==> src/rtl/xor_parity_engine.sv <==
// xor_parity_engine: streaming XOR/XNOR/accumulate/parity unit
// with a globally stalled valid/ready pipeline of STAGES registers.
module xor_parity_engine #(
  parameter int WIDTH  = 8,
  parameter int STAGES = 2
) (
  input  logic             clk,
  input  logic             rst,
  input  logic             in_valid,
  output logic             in_ready,
  input  logic [WIDTH-1:0] a,
  input  logic [WIDTH-1:0] b,
  input  logic [1:0]       mode,
  input  logic             acc_clr,
  output logic             out_valid,
  input  logic             out_ready,
  output logic [WIDTH-1:0] y,
  output logic             parity
);

  localparam logic [1:0] M_XOR  = 2'b00;
  localparam logic [1:0] M_XNOR = 2'b01;
  localparam logic [1:0] M_ACC  = 2'b10;
  localparam logic [1:0] M_PAR  = 2'b11;

  // each stage word is {parity, result}
  logic [STAGES-1:0] vld_q, vld_d;
  logic [WIDTH:0]    dat_q [STAGES];
  logic [WIDTH:0]    dat_d [STAGES];
  logic [WIDTH-1:0]  acc_q, acc_d;
  logic [WIDTH-1:0]  acc_base;
  logic [WIDTH-1:0]  res;
  logic              stall;
  logic              accept;

  assign stall     = vld_q[STAGES-1] && !out_ready;
  assign in_ready  = !rst && !stall;
  assign accept    = in_valid && in_ready;
  assign out_valid = vld_q[STAGES-1];
  assign y         = dat_q[STAGES-1][WIDTH-1:0];
  assign parity    = dat_q[STAGES-1][WIDTH];

  // stage-1 result and accumulator update; clear wins over old acc
  always_comb begin
    acc_base = acc_clr ? '0 : acc_q;
    res      = '0;
    unique case (mode)
      M_XOR:  res = a ^ b;
      M_XNOR: res = ~(a ^ b);
      M_ACC:  res = acc_base ^ a;
      M_PAR:  res[0] = ^(a ^ b);
    endcase
    acc_d = acc_base;
    if (accept && mode == M_ACC) acc_d = res;
  end

  // pipe advance; data only moves with valid so y holds through bubbles
  always_comb begin
    vld_d = vld_q;
    dat_d = dat_q;
    if (!stall) begin
      vld_d[0] = accept;
      if (accept) dat_d[0] = {^res, res};
      for (int i = 1; i < STAGES; i++) begin
        vld_d[i] = vld_q[i-1];
        if (vld_q[i-1]) dat_d[i] = dat_q[i-1];
      end
    end
  end

  // state registers; reset drops every beat in flight
  always_ff @(posedge clk or posedge rst) begin
    if (rst) begin
      vld_q <= '0;
      acc_q <= '0;
      for (int i = 0; i < STAGES; i++) dat_q[i] <= '0;
    end else begin
      vld_q <= vld_d;
      acc_q <= acc_d;
      for (int i = 0; i < STAGES; i++) dat_q[i] <= dat_d[i];
    end
  end

endmodule
==> config.mk <==
export PLATFORM = sky130hd
export DESIGN_NAME = xor_parity_engine
export DESIGN_NICKNAME = d
export VERILOG_FILES = /design/src/rtl/xor_parity_engine.sv
export SDC_FILE = /design/constraint.sdc
export NUM_CORES = 1
export LEC_CHECK = 0
export ABC_AREA = 1
export BUFFER_PORTS_ARGS = -buffer_cell sky130_fd_sc_hd__buf_2
export CAP_MARGIN = 20
export CORE_AREA = 2 2 79 81
export CTS_BUF_LIST = sky130_fd_sc_hd__clkbuf_8
export DETAILED_ROUTE_END_ITERATION = 6
export DIE_AREA = 0 0 81 83
export PLACE_DENSITY = 0.52
export SLEW_MARGIN = 10
export SYNTH_ARGS = -nofsm -noshare
export SYNTH_HDL_FRONTEND = slang
export SYNTH_SLANG_ARGS = --single-unit
export TNS_END_PERCENT = 5
==> constraint.sdc <==
create_clock -name clk -period 1.46 [get_ports clk]
set_input_delay 0.073 -clock clk [delete_from_list [all_inputs] [get_ports clk]]
set_output_delay 0.073 -clock clk [all_outputs]
set_load 0.1 [all_outputs]
==> flow_summary_export.csv, run 1 <==
group,metric,value,unit
run_status,status,"finished, violations left",
run_status,violations,"negative setup slack",
finish,layout-drive-gt1-share,28.37,%
pwr,vdd_drop_max,791.8,µV
finish,final_cell_mix,"139 x nand2_1, 34 x inv_1, 32 x buf_2",
detailed_routing,drt_iter0_drc,67,
critical_path,crit_buf_inv,2,
timing,drv_slew,0,
critical_path,path_cells,"nand2_1 -> nand2_1 -> inv_1 -> nor2_2 -> nor2_2 -> nand2_1 -> nand2_1 -> nand2_1 -> nand2_2 -> nor2_2 -> nor2_2 -> inv_1 -> nand2_1 -> nand3_1",
finish,final_area,2466,µm²
clocking,htree_levels,1,
global_route,grt_first_pass_wirelength,7272,µm
timing,setup_viol,1,
yosys,synth_compound_area_share,6.009,%
timing,slew_headroom,67.82,%
yosys,ys_seq_area_share,36.58,%
yosys,postSynthCellCount,306,
clocking,clock_path_buffers,2,
yosys,synth_fp_nets,329,
yosys,synth_mux_area_share,4.115,%
finish,syn_to_final_growth,28.74,%
yosys,yosys_warnings,0,
global_route,grt_pass1_vias,1735,
timing,hold_viol,0,
critical_path,critPathSlowestCell,"dfrtp_1",
die,die_area,6723,µm²
yosys,synth_fa_ha_area_share,0,%
clocking,clock_sinks,28,
pwr,power_density,1196,nW/µm²
critical_path,crit_path_frequent_cell,"nand2_1",
timing,fin_ws,-0.01556,ns
critical_path,slowest_delay,0.41,ns
timing,rsz0062_at_grt,"true",
critical_path,endpoint_kind,"flip-flop",
critical_path,crit_path_start_kind,"flip-flop",
die,num_rows,28,
clocking,clk_latency,0.27,ns
yosys,synth-simple-area-share,40.43,%
place,dp_hpwl,3386,µm
detailed_routing,totalWireLength,4324,µm
yosys,ys_ff_latch,28,
finish,fillers,643,
pwr,p_leak,1.419,nW
critical_path,criticalPathCategory,"reg2reg",
die,die_w,81,µm
yosys,ys_types,14,
global_route,gr-total-overflow,0,
min_path,hold_class,"in2reg",
finish,antenna_cells,0,
clocking,tritoncts,"done",
clocking,cts_made_buffers,3,
finish,layout_commonest_cell,"nand2_1",
detailed_routing,drc_errors,0,
die,pin_count,34,
die,start_util,32.94,%
die,die_h,83,µm
finish,fin_nets,380,
detailed_routing,num_vias,1930,
place,dp_cells,422,
place,dpl-instance-area,2315,µm²
clocking,path_clk_slew,0.09,ns
yosys,postSynthAreaPerCell,6.260,µm²
finish,fin_cells,431,
yosys,synth_top_family_by_area,"simple AND/OR/NAND/NOR gates",
timing,worstMarginPinSlew,0.4861,ns
timing,max_freq,0.6777,GHz
global_route,grt_start_max_net_pins,28,
place,gp_congestion,0.7896,
detailed_routing,ant_nets,0,
pwr,p_total,2.950,mW
yosys,synthXorXnorAreaFrac,0.9144,%
clocking,cts_root_buf,"clkbuf_8",
critical_path,arrival,1.64,ns
timing,finalCritPeriodShare,101.1,%
place,port_buffers,33,
critical_path,crit_family,"simple AND/OR/NAND/NOR gates",
critical_path,required,1.62,ns
critical_path,critPathMaxFanout,3,
yosys,syn_area,1916,µm²
job,drv_cap,0,
timing,fin_skew,0.0008124,ns
global_route,antenna_found_initial,0,
detailed_routing,via_per_inst,4.478,
timing,finalCriticalPeriod,1.476,ns
detailed_routing,wire_per_inst,10.03,µm
detailed_routing,dr.pass1.iters,4,
die,coreArea,5816,µm²
global_route,grt_usage,13.17,%
through the flow:
stage	hold slack (ns)	util [%]	TNS [ns]	worst slack, ns
floorplan	0.1384	-	-8.672	-0.4447
global placement	-0.02169	39.80	-0.1531	-0.09141
detailed placement	-0.02102	39.80	-0.2124	-0.1147
CTS	0.09392	41.14	-0.02741	-0.02741
global route	0.1087	42.41	-0.1752	-0.1752
finish	0.1028	42.41	-0.01556	-0.01556
worst reg2reg max path, cell delays in order, from the launching register on:
cell and delay [ns]:
dfrtp_1 0.41, nand2_1 0.09, nand2_1 0.07, inv_1 0.07, nor2_2 0.04, nor2_2 0.14
nand2_1 0.07, nand2_1 0.07, nand2_1 0.06, nand2_2 0.07, nor2_2 0.04, nor2_2 0.11
inv_1 0.04, nand2_1 0.06, nand3_1 0.05
routing by layer:
metal | vias up | wire, µm | GRT usage [%]
met4 | 0 | 42 | 4.314
met3 | 2 | 145 | 1.196
met2 | 37 | 2007 | 21.94
met1 | 855 | 2128 | 17.71
li1 | 1036 | - | -
met5 | - | 0 | 0
cells in the mapped netlist:
cell type / count / area share [%]
xnor2_1: 1 / 0.46
o21ai_0: 21 / 5.5
inv_2: 5 / 0.98
mux2_2: 7 / 4.1
nor2_4: 1 / 0.59
clkbuf_1: 3 / 0.59
nand2_1: 146 / 29
nor2_1: 16 / 3.1
dfrtp_1: 28 / 37
buf_4: 9 / 3.5
inv_1: 35 / 6.9
xor2_1: 1 / 0.46
nand3_1: 31 / 8.1
a21oi_1: 2 / 0.52
path summary, 6_finish.rpt:
path | endpoint | startpoint | cells past startpoint | slack (ns)
worst max-delay path | dat_q[17] | acc_q[7] | 14 | -0.02
worst min-delay path | vld_q[1] | out_ready | 4 | 0.10
worst max register to register | dat_q[17] | acc_q[7] | 14 | -0.02
worst min register to register | y[3] | y[3] | 2 | 0.49
max in group asynchronous | y[6] | rst | 4 | 0.88
min in group asynchronous | vld_q[1] | rst | 3 | 0.24
sequential cells by signal (all words and copies together), names as in the netlist:
name,count
acc_q,8
dat_q,9
parity,1
vld_q,2
y,8
power by group:
| group | internal, mW | leakage, nW | switching [mW] |
|---|---|---|---|
| clock | 0.189 | 0.0269 | 0.233 |
| sequential | 0.938 | 0.362 | 0.0727 |
| combinational | 0.371 | 1.03 | 1.15 |
| total | 1.50 | 1.42 | 1.45 |
cell families (layout without fill, tap and decap cells):
kind of cell              count (synthesis)  count (layout)
AOI/OAI and AO/OA                        23              23
xor gates and xnor gates                  2               2
buffers and inverters                    52             102
DFF                                      28              28
muxes                                     7               7
and+or+nand+nor                         194             194
timing repair:
item	in CTS	in global routing
hold buffers	1	0
buffers inserted	1	3
gates resized for setup	6	16
setup endpoints to repair	8	2
endpoints found under the hold margin	28	0
pin swaps	4	15
layout make-up:
class	instances	area, µm²	share of cell area (%)
tap	75	93.84	3.805
clock buffer	3	41.29	1.674
multi-input combinational	226	1077	43.68
inverter	40	150.1	6.088
sequential	28	704.4	28.56
timing repair buffer	58	395.4	16.03
clock inverter	1	3.754	0.1522
(Power assumes the default switching activity.)
==> inputs of run 2 (changes only) <==
--- a/config.mk
+++ b/config.mk
@@ -9,7 +9,7 @@
 export BUFFER_PORTS_ARGS = -buffer_cell sky130_fd_sc_hd__buf_2
 export CAP_MARGIN = 20
 export CORE_AREA = 2 2 79 81
-export CTS_BUF_LIST = sky130_fd_sc_hd__clkbuf_8
+export CTS_BUF_LIST = sky130_fd_sc_hd__clkbuf_2
 export DETAILED_ROUTE_END_ITERATION = 6
 export DIE_AREA = 0 0 81 83
 export PLACE_DENSITY = 0.52
==> constraint.sdc (replaced) <==
create_clock -name clk -period 1.3 [get_ports clk]
set_input_delay 0.065 -clock clk [delete_from_list [all_inputs] [get_ports clk]]
set_output_delay 0.065 -clock clk [all_outputs]
set_load 0.1 [all_outputs]
==> flow_summary_export.csv, run 2 (synthesized netlist as in run 1, its figures left out) <==
group,metric,value,unit
finish,fin_nets,405,
timing,fin_skew,0.01173,ns
pwr,p_leak,1.547,nW
finish,antenna_cells,0,
global_route,grt_first_pass_wirelength,7224,µm
finish,largest_register_ffs,9,
timing,whs,0.1147,ns
critical_path,arrival,1.76,ns
place,port_buffers,33,
timing,rsz0062_at_grt,"true",
finish,largest_register,"dat_q",
clocking,clock_sinks,28,
clocking,cts_made_buffers,3,
critical_path,critPathSlowestCell,"dfrtp_1",
clocking,tritoncts,"done",
min_path,hold-path-cell-count,5,
critical_path,slowest_delay,0.46,ns
detailed_routing,drc_errors,0,
critical_path,cp.depth,13,
die,die_area,6723,µm²
job,drv_cap,0,
critical_path,criticalPathCategory,"reg2reg",
critical_path,required,1.61,ns
place,dp_hpwl,3421,µm
timing,hold_viol,0,
clocking,path_clk_slew,0.28,ns
detailed_routing,totalWireLength,4533,µm
global_route,grt_pass1_vias,1700,
die,die_h,83,µm
finish,layout-drive-gt1-share,37.01,%
die,die_w,81,µm
place,dp_cells,438,
timing,drv_slew,0,
global_route,grt_usage,13.39,%
timing,finalCritPeriodShare,111.9,%
critical_path,path_cells,"nand3_2 -> nand2_2 -> nor2_2 -> nor2_2 -> nand2_1 -> nand2_1 -> nand2_1 -> nand2_2 -> nor2_2 -> nor2_2 -> inv_1 -> nand2_1 -> nand3_1",
run_status,violations,"negative setup slack",
detailed_routing,wire_per_inst,9.941,µm
min_path,hold_class,"in2reg",
pwr,vdd_drop_max,864.8,µV
timing,setup_viol,11,
detailed_routing,ant_nets,0,
clocking,clock_path_buffers,2,
critical_path,critPathMaxFanout,3,
clocking,htree_levels,1,
detailed_routing,num_vias,2006,
critical_path,crit_path_start_kind,"flip-flop",
run_status,status,"finished, violations left",
timing,fin_ws,-0.1549,ns
timing,slew_headroom,75.63,%
detailed_routing,drt_iter0_drc,61,
finish,syn_to_final_growth,43.83,%
place,gp_congestion,0.7964,
critical_path,crit_buf_inv,1,
pwr,p_total,3.553,mW
clocking,clk_latency,0.37,ns
place,dpl-instance-area,2422,µm²
finish,fin_cells,456,
critical_path,rr_worst_depth,13,
critical_path,crit_family,"simple AND/OR/NAND/NOR gates",
detailed_routing,via_per_inst,4.399,
finish,final_area,2755,µm²
die,pin_count,34,
global_route,gr-total-overflow,0,
global_route,antenna_found_initial,0,
timing,max_freq,0.6873,GHz
die,start_util,32.94,%
die,num_rows,28,
pwr,power_density,1290,nW/µm²
detailed_routing,dr.pass1.iters,4,
global_route,grt_start_max_net_pins,29,
finish,final_cell_mix,"131 x nand2_1, 47 x buf_4, 30 x inv_1",
timing,worstMarginPinSlew,0.3655,ns
critical_path,endpoint_kind,"flip-flop",
timing,finalCriticalPeriod,1.455,ns
clocking,cts_root_buf,"clkbuf_2",
die,coreArea,5816,µm²
finish,layout_commonest_cell,"nand2_1",
==> run 2: cell type report <==
| type | count | area (µm²) |
|---|---|---|
| flip-flops and latches | 28 | 704.4 |
| multi-input cells | 226 | 1140 |
| well taps | 75 | 93.84 |
| fillers | 630 | 3060 |
| repair buffers | 83 | 621.8 |
| inverters | 40 | 150.1 |
| clock buffers | 3 | 15.01 |
| clock inverters | 1 | 30.03 |
==> run 2: timing repair <==
| item | 4_1_cts | 5_1_grt |
|---|---|---|
| resized for setup | 23 | 35 |
| pin swaps | 11 | 23 |
| hold buffers | 4 | 0 |
| endpoints found under the setup margin | 20 | 28 |
| buffers inserted | 3 | 7 |
| endpoints found under the hold margin | 32 | 0 |
==> run 2: metrics by stage <==
step	worst slack (ns)	setup TNS, ns	utilization, %
2_1_floorplan	-0.6047	-12.94	-
3_3_place_gp	-0.2004	-0.4498	41.65
3_5_place_dp	-0.2336	-0.5492	41.65
4_1_cts	-0.1606	-0.7677	44.51
5_1_grt	-0.3230	-1.906	47.38
6_report	-0.1549	-0.4567	47.38
==> run 2: final timing paths <==
path	slack, ns	start	to
setup / recovery	-0.15	acc_q[6]	dat_q[17]
hold / removal	0.11	acc_clr	acc_q[3]
setup reg to reg	-0.15	acc_q[6]	dat_q[17]
hold reg to reg	0.53	vld_q[0]	vld_q[1]
max in group asynchronous	0.72	rst	vld_q[1]
min in group asynchronous	0.28	rst	parity
==> run 2: where the power goes <==
group | switching, mW | leakage (nW) | internal (mW)
Clock | 0.270 | 0.0266 | 0.264
Sequential | 0.0913 | 0.362 | 1.05
Combinational | 1.32 | 1.16 | 0.555
==> run 2: metal layers <==
| layer | vias up | routed length [µm] | part of all wire, % | track usage (%) |
|---|---|---|---|---|
| li1 | 1086 | - | - | - |
| met3 | 2 | 110 | 2.4 | 0.9783 |
| met1 | 885 | 2233 | 49 | 18.37 |
| met4 | 0 | 34 | 0.75 | 4.160 |
| met2 | 33 | 2155 | 48 | 22.16 |
| met5 | - | 0 | 0 | 0 |
==> run 2: worst reg2reg max path, stage by stage, from the launching register on <==
cell,delay (ns)
dfrtp_1,0.46
nand3_2,0.10
nand2_2,0.08
nor2_2,0.04
nor2_2,0.15
nand2_1,0.07
nand2_1,0.07
nand2_1,0.06
nand2_2,0.06
nor2_2,0.04
nor2_2,0.11
inv_1,0.04
nand2_1,0.06
nand3_1,0.06
==> inputs of run 3 (changes only) <==
--- a/config.mk
+++ b/config.mk
@@ -7,12 +7,13 @@
 export LEC_CHECK = 0
 export ABC_AREA = 1
 export BUFFER_PORTS_ARGS = -buffer_cell sky130_fd_sc_hd__buf_2
-export CAP_MARGIN = 20
+export CELL_PAD_IN_SITES_DETAIL_PLACEMENT = 1
+export CELL_PAD_IN_SITES_GLOBAL_PLACEMENT = 1
 export CORE_AREA = 2 2 79 81
 export CTS_BUF_LIST = sky130_fd_sc_hd__clkbuf_2
 export DETAILED_ROUTE_END_ITERATION = 6
 export DIE_AREA = 0 0 81 83
-export PLACE_DENSITY = 0.52
+export PLACE_DENSITY_LB_ADDON = 0.3
 export SLEW_MARGIN = 10
 export SYNTH_ARGS = -nofsm -noshare
 export SYNTH_HDL_FRONTEND = slang
==> flow_summary_export.csv, run 3 (synthesized netlist as in run 1, its figures left out) <==
group,metric,value,unit
finish,fin_nets,392,
detailed_routing,num_vias,1994,
place,dp_hpwl,4247,µm
place,dpl-instance-area,2412,µm²
clocking,path_clk_slew,0.27,ns
timing,rsz0062_at_grt,"true",
clocking,clock_path_buffers,2,
finish,layout_commonest_cell,"nand2_1",
critical_path,critPathMaxFanout,3,
finish,final_cell_mix,"134 x nand2_1, 35 x buf_4, 31 x inv_1",
detailed_routing,drt_iter0_drc,39,
finish,final_core_util,44.60,%
global_route,grt_first_pass_wirelength,8970,µm
timing,hold_viol,1,
global_route,grt_usage,16.43,%
run_status,status,"finished, violations left",
pwr,power.share.sequential,34.7,%
finish,layout-drive-gt1-share,32.88,%
timing,max_freq,0.6521,GHz
die,start_util,32.94,%
die,die_w,81,µm
critical_path,crit_path_start_kind,"flip-flop",
pwr,vdd_drop_max,1116,µV
finish,syn_to_final_growth,35.40,%
min_path,hold_class,"in2reg",
place,port_buffers,33,
job,drv_cap,0,
die,pin_count,34,
timing,whs,-0.01074,ns
pwr,power.share.clock,9.7,%
clocking,cts_root_buf,"clkbuf_2",
detailed_routing,dr.pass1.iters,4,
finish,antenna_cells,0,
clocking,cts_made_buffers,3,
critical_path,arrival,1.80,ns
global_route,grt_pass1_vias,2046,
timing,slew_headroom,70.70,%
critical_path,endpoint_kind,"flip-flop",
detailed_routing,drc_errors,0,
pwr,power_density,1268,nW/µm²
timing,drv_slew,0,
pwr,p_leak,1.477,nW
critical_path,criticalPathCategory,"reg2reg",
critical_path,required,1.57,ns
clocking,tritoncts,"done",
clocking,htree_levels,1,
place,gp_congestion,0.8124,
die,coreArea,5816,µm²
global_route,grt_start_max_net_pins,16,
run_status,violations,"negative hold slack, negative setup slack",
clocking,clock_sinks,28,
timing,setup_viol,2,
detailed_routing,via_per_inst,4.501,
finish,largest_register_ffs,9,
timing,finalCriticalPeriod,1.533,ns
die,num_rows,28,
clocking,ctsHoldBuffers,1,
die,die_area,6723,µm²
global_route,antenna_found_initial,0,
clocking,clk_latency,0.36,ns
finish,final_area,2594,µm²
timing,worstMarginPinSlew,0.4390,ns
global_route,gr-total-overflow,0,
pwr,p_switching,1.667,mW
die,die_h,83,µm
pwr,power_switching_share,50.69,%
finish,largest_register,"dat_q",
timing,finalCritPeriodShare,118.0,%
timing,fin_ws,-0.2335,ns
pwr,p_int,1.622,mW
detailed_routing,totalWireLength,5113,µm
timing,fin_skew,0.02354,ns
detailed_routing,ant_nets,0,
detailed_routing,wire_per_inst,11.54,µm
pwr,comb_power_share,55.6,%
[run 3: changes by cell type in the layout (fill, tap and decap cells not counted), sizes merged]
| cell | delta |
|---|---|
| clkbuf | +6 |
| buf | -16 |
| dlygate4sd3 | -3 |
| bufinv | -1 |
| clkinv | +1 |
[run 3: layout make-up]
cell class / count / area, µm²
clock buffers: 3 / 15.01
repair buffers: 70 / 510.5
fillers: 801 / 3222
flip-flops and latches: 28 / 704.4
inverters: 40 / 152.6
clock inverters: 1 / 3.754
well taps: 75 / 93.84
multi-input cells: 226 / 1114
[run 3: routing by layer]
metal | GRT usage [%] | vias up | wire length, µm
met4 | 4.160 | 0 | 40
met5 | 0 | - | 0
met2 | 29.90 | 25 | 2683
met1 | 20.65 | 908 | 2302
li1 | - | 1059 | -
met3 | 0.9783 | 2 | 86
[run 3: power groups by stage]
stage	Combinational, mW	Sequential (mW)	Clock [mW]
finish	1.83	1.14	0.317
global route	1.98	1.17	0.375
CTS	1.76	1.14	0.338
detailed placement	1.72	1.16	0
global placement	1.68	1.15	0
floorplan	1.32	1.28	0
[run 3: worst paths after layout]
| kind | from | to | slack [ns] | cells past startpoint |
|---|---|---|---|---|
| hold / removal | out_ready | vld_q[1] | -0.01 | 4 |
| min in group asynchronous | rst | acc_q[0] | 0.22 | 3 |
| hold reg to reg | y[4] | y[4] | 0.52 | 2 |
| setup reg to reg | acc_q[7] | dat_q[17] | -0.23 | 14 |
| max in group asynchronous | rst | vld_q[1] | 0.54 | 4 |
| setup / recovery | acc_q[7] | dat_q[17] | -0.23 | 14 |
[run 3: stage by stage]
step / power [mW] / instances / TNS [ns] / worst slack (ns)
finish: 3.289 / 443 / -0.3793 / -0.2335
global route: 3.520 / 443 / -1.288 / -0.4109
CTS: 3.245 / 442 / -0.4164 / -0.2175
detailed placement: 2.880 / 435 / -1.417 / -0.2983
global placement: 2.831 / 435 / -1.164 / -0.2166
floorplan: 2.597 / 306 / -12.94 / -0.6047
[run 3: what timing repair did]
action | CTS | global route
setup endpoints to repair | 16 | 29
gates resized for setup | 20 | 29
setup buffers | 2 | 1
pin swaps | 18 | 15
hold endpoints to repair | 8 | 2
[run 3: critical path, stage by stage (launching register included)]
cell     delay [ns]
dfrtp_1        0.48
nand3_2        0.10
nand2_1        0.07
nor2_2         0.16
nor2_4         0.06
nand2_2        0.06
nand2_1        0.05
nand2_1        0.06
nand2_1        0.06
nand2_1        0.06
inv_1          0.04
nor2_2         0.09
inv_1          0.04
nand2_1        0.06
nand3_1        0.05
